$ cat src/rtl/j_scan_counter.sv
// 2-D pixel-coordinate generator: raster or BLKxBLK tiled walk over a programmable image.
// One-cycle latency from start/advance to coordinate; advance is honoured only while valid is high.
module j_scan_counter #(
  parameter int WIDTH = 13,
  parameter int BLK   = 8
) (
  input  logic             clk,
  input  logic             clear,
  input  logic             start,
  input  logic             mode,
  input  logic [WIDTH-1:0] img_width,
  input  logic [WIDTH-1:0] img_height,
  input  logic             advance,
  output logic             busy,
  output logic             valid,
  output logic [WIDTH-1:0] row,
  output logic [WIDTH-1:0] col,
  output logic             last,
  output logic             row_wrap,
  output logic             done,
  output logic             err
);

  localparam int OW = $clog2(BLK);

  typedef enum logic [1:0] {IDLE, RUN, DONE} state_t;

  state_t           state, state_n;
  logic             mode_q, mode_n;
  logic [WIDTH-1:0] w_q, w_n, h_q, h_n;
  logic [WIDTH-1:0] tx, tx_n, ty, ty_n;
  logic [OW-1:0]    ox, ox_n, oy, oy_n;
  logic             wrap_q, wrap_n;
  logic             err_q, err_n;
  logic             start_ok;

  // Raster mode keeps the offsets at zero and walks the tile origin one pixel at a time.
  assign col      = tx + WIDTH'(ox);
  assign row      = ty + WIDTH'(oy);
  assign busy     = (state == RUN);
  assign valid    = (state == RUN);
  assign done     = (state == DONE);
  assign err      = err_q;
  assign row_wrap = wrap_q;
  assign last     = (state == RUN) && (row == h_q - 1'b1) && (col == w_q - 1'b1);

  assign start_ok = (img_width != '0) && (img_height != '0) &&
                    (!mode || ((img_width[OW-1:0] == '0) && (img_height[OW-1:0] == '0)));

  always_ff @(posedge clk) begin
    if (clear) begin
      state  <= IDLE;
      mode_q <= 1'b0;
      w_q    <= '0;
      h_q    <= '0;
      tx     <= '0;
      ty     <= '0;
      ox     <= '0;
      oy     <= '0;
      wrap_q <= 1'b0;
      err_q  <= 1'b0;
    end else begin
      state  <= state_n;
      mode_q <= mode_n;
      w_q    <= w_n;
      h_q    <= h_n;
      tx     <= tx_n;
      ty     <= ty_n;
      ox     <= ox_n;
      oy     <= oy_n;
      wrap_q <= wrap_n;
      err_q  <= err_n;
    end
  end

  always_comb begin
    state_n = state;
    mode_n  = mode_q;
    w_n     = w_q;
    h_n     = h_q;
    tx_n    = tx;
    ty_n    = ty;
    ox_n    = ox;
    oy_n    = oy;
    wrap_n  = wrap_q;
    err_n   = 1'b0;
    unique case (state)
      IDLE: begin
        if (start) begin
          if (start_ok) begin
            state_n = RUN;
            mode_n  = mode;
            w_n     = img_width;
            h_n     = img_height;
            tx_n    = '0;
            ty_n    = '0;
            ox_n    = '0;
            oy_n    = '0;
            wrap_n  = 1'b0;
          end else begin
            err_n = 1'b1;
          end
        end
      end
      RUN: begin
        if (advance) begin
          wrap_n = 1'b0;
          if (last) begin
            state_n = DONE;
            tx_n    = '0;
            ty_n    = '0;
            ox_n    = '0;
            oy_n    = '0;
          end else if (!mode_q) begin
            if (tx == w_q - 1'b1) begin
              tx_n   = '0;
              ty_n   = ty + 1'b1;
              wrap_n = 1'b1;
            end else begin
              tx_n = tx + 1'b1;
            end
          end else if (ox != OW'(BLK - 1)) begin
            ox_n = ox + 1'b1;
          end else if (oy != OW'(BLK - 1)) begin
            ox_n = '0;
            oy_n = oy + 1'b1;
          end else begin
            // Tile finished: step to the next tile, wrapping to the next tile row at the right edge.
            ox_n = '0;
            oy_n = '0;
            if (tx == w_q - WIDTH'(BLK)) begin
              tx_n   = '0;
              ty_n   = ty + WIDTH'(BLK);
              wrap_n = 1'b1;
            end else begin
              tx_n = tx + WIDTH'(BLK);
            end
          end
        end
      end
      DONE: begin
        state_n = IDLE;
      end
      default: state_n = IDLE;
    endcase
  end

endmodule

$ cat config.mk
export PLATFORM = sky130hd
export DESIGN_NAME = j_scan_counter
export DESIGN_NICKNAME = d
export VERILOG_FILES = /design/src/rtl/j_scan_counter.sv
export SDC_FILE = /design/constraint.sdc
export NUM_CORES = 1
export LEC_CHECK = 0
export BUFFER_PORTS_ARGS = -buffer_cell sky130_fd_sc_hd__buf_2
export CORE_ASPECT_RATIO = 0.6
export CORE_MARGIN = 8
export CORE_UTILIZATION = 59
export CTS_CLUSTER_SIZE = 8
export DETAILED_ROUTE_END_ITERATION = 16
export HOLD_SLACK_MARGIN = 0.02
export PLACE_DENSITY = 0.91
export SYNTH_ARGS = -nofsm -noshare
export SYNTH_HDL_FRONTEND = slang
export SYNTH_SLANG_ARGS = --single-unit
$ cat constraint.sdc
create_clock -name clk -period 3.6 [get_ports clk]
set_input_delay 0.72 -clock clk [delete_from_list [all_inputs] [get_ports clk]]
set_output_delay 0.72 -clock clk [all_outputs]
set_load 0.01 [all_outputs]
==> impl_metrics.toml <==
[run_status]
outcome = "complete, but fails checks"
violations = "setup timing"

[placement]
place_congestion = 0.991
port_buffers = 62
dp_slack_ns = -0.0187
dpl.cell_count = 789
place_hpwl_um = 11600
placed_cell_area_um2 = 5550

[finish]
postLayoutCoreUtil = 0.770
fin_cells = 823
drive_above_1_share = 0.297
final_common_cell = "nor2_1"
mostFrequentLayoutCells = "63 x nor2_1, 61 x buf_2, 55 x dfxtp_1, 47 x xnor2_1, 46 x buf_4"
stdcell_area_um2 = 6410
num_antenna_cells = 0
fin_nets = 756
syn2layout_area_growth_pct = 29.1

[clocking]
clockBufferDepth = 2
cts-root-buf = "clkbuf_16"
ctsHoldBuffers = 0
clkSinkCount = 63
cts.htree.levels = 3
path_clk_slew_ns = 0.06
insertion_delay_ns = 0.34
cts_tree = "done"
cts-buffers-inserted = 9

[floorplan]
rows = 26
start_util = 0.596
core_um2 = 8330
fp.dieW_um = 134
die_h_um = 87.1
pin_count = 63
die-area_um2 = 11700

[setup_path]
cp-start-kind = "flop"
crit_start = "tx[0]"
worst-path-buf-inv = 1
path_cells = "ha_4, fa_2, a21oi_4, or4b_4, xnor2_4, xor2_2, nand4bb_1, nor2_1, and4_4, buf_6"
worst-r2r-cell-count = 15
end_kind = "output pin"
slowest_delay_ns = 0.58
timing.rr.start = "tx[0]"
cp.arrival_ns = 3.02
r2r_end = "ox[2]"
critPathRequiredTime_ns = 2.88
cp-endpoint = "last"
reg2reg_setup_slack_ns = -0.03
critPathKind = "flop to output pin"
crit_family = "simple AND/OR/NAND/NOR gates"
crit_cells = 10
cp_slowest_cell = "or4b_4"
crit_path_max_fanout = 3

[run]
max_cap_violations = 0

[sta]
rsz0062_at_grt = "true"
post-route-min-period_ns = 3.74
fin_ws_ns = -0.137
relSlewSlack = 0.541
fmax_mhz = 268
fin_skew_ns = 0.00689
hold_viol = 0
slew_violations = 0
period_share = 1.04
tns_ns = -0.191
setup_viol = 3
worst_pin_slew_ns = 0.687
whs_ns = 0.506

[synthesis]
synthCells = 612
synth_fp_nets = 662
ys_ff_latch = 63
synth_edf_count = 0
ys_seq_area_frac = 0.254
syn_avg_cell_area_um2 = 8.11
ys_types = 75
async_reset_ff_frac = 0
yosys_warnings = 0
syn_area_um2 = 4970
ys.flop_type = "dfxtp_1"

[global_route]
grt.total_usage = 0.272
grt_antenna_before_repair = 0
grt_pass1_vias = 5110
grt_pass1_wl_um = 25700
globalRouteOverflowTotal = 0
grt_max_degree = 51

[drt]
viasPerCell = 6.72
first_iter_violations = 662
totalWireLength_um = 17900
wl_per_cell_um = 21.7
drtAntennaViolNets = 0
remaining_drc_errors = 0
vias = 5528
drtPass1Iterations = 6

[min_path]
hp-class = "flop to flop"

[power_and_ir_drop]
total_power_mw = 2.19
p_leak_nw = 2.80
clockPowerShare = 0.396
seqPwrFrac = 0.339
swShare = 0.315
peakVddDrop_v = 0.000316
p_comb_frac = 0.265
p_sw_mw = 0.689
powerDensity_nw_per_um2 = 341
p_int_mw = 1.50
[routing by layer]
metal  global-route usage  share of wire  up-vias  routed length, um
li1                     -              -     2410                  -
met1                0.341           0.39     2569               7030
met2                0.446           0.45      457               8110
met3               0.0616           0.11       92               1920
met4                0.107          0.045        0                805
met5                    0              0        -                  0
[how the worst min path moves through the flow]
| stage | startpoint | end | slack (ns) | cells past startpoint |
|---|---|---|---|---|
| 2_1_floorplan | ty[12] | ty[12] | 0.46 | 1 |
| 3_3_place_gp | row_wrap | row_wrap | 0.48 | 2 |
| 3_5_place_dp | ox[0] | ox[0] | 0.49 | 2 |
| 4_1_cts | ox[0] | ox[0] | 0.48 | 2 |
| 5_1_grt | row_wrap | row_wrap | 0.52 | 2 |
| 6_report | ty[12] | ty[12] | 0.51 | 1 |
[registers in the layout, indices dropped and copies added (netlist names), 2 cells and up]
signal and count:
ty 13, oy 3, h_q 13, state 2, ox 3, tx 13
w_q 13
[repair_timing]
action,in CTS,in global routing
setup buffers,5,11
resized for setup,27,66
endpoints found under the setup margin,13,29
pin swaps,10,42
gates cloned,0,2
[synthesized netlist by cell type (all sizes together), types with 7 or more instances]
library cell	count	area (um^2)
mux2i	31	310
xor2	28	245
dfxtp	63	1260
nand4	12	81.3
nand2b	10	62.6
nor2	67	262
inv	19	71.3
nand2	40	150
o31ai	8	60.1
nand3	27	148
nor2b	7	43.8
nor4	16	121
o211ai	12	90.1
nor3	18	90.1
a21oi	21	105
and2	10	65.1
ha	17	213
xnor2	51	447
o21ai	28	144
buf	15	88.8
clkbuf	19	71.3
[area by class of cell]
class	instances	area [um^2]
sequential	63	1280
fill	530	1920
multi-input combinational	497	3840
timing repair buffer	116	792
clock buffer	10	229
tap	112	140
clock inverter	6	61.3
inverter	19	71.3
[power by group through the flow]
stage | clock network [mW] | logic [mW] | registers (mW)
after CTS | 0.864 | 0.482 | 0.741
after detailed placement | 0 | 0.456 | 0.756
after global routing | 0.902 | 0.609 | 0.744
after global placement | 0 | 0.440 | 0.754
final | 0.867 | 0.580 | 0.742
after floorplan | 0 | 0.334 | 0.745
[cells by family after synthesis]
| family | Yosys count | share of synthesized area |
|---|---|---|
| AO/OA/AOI/OAI | 124 | 0.176 |
| XOR/XNOR | 81 | 0.148 |
| flip-flops | 63 | 0.254 |
| adder cells (fa/ha/maj) | 19 | 0.0509 |
| AND/OR/NAND/NOR | 240 | 0.260 |
| buffers and inverters | 53 | 0.0466 |
| multiplexers | 32 | 0.0648 |
Note: power is estimated with default switching activity, not from simulation.
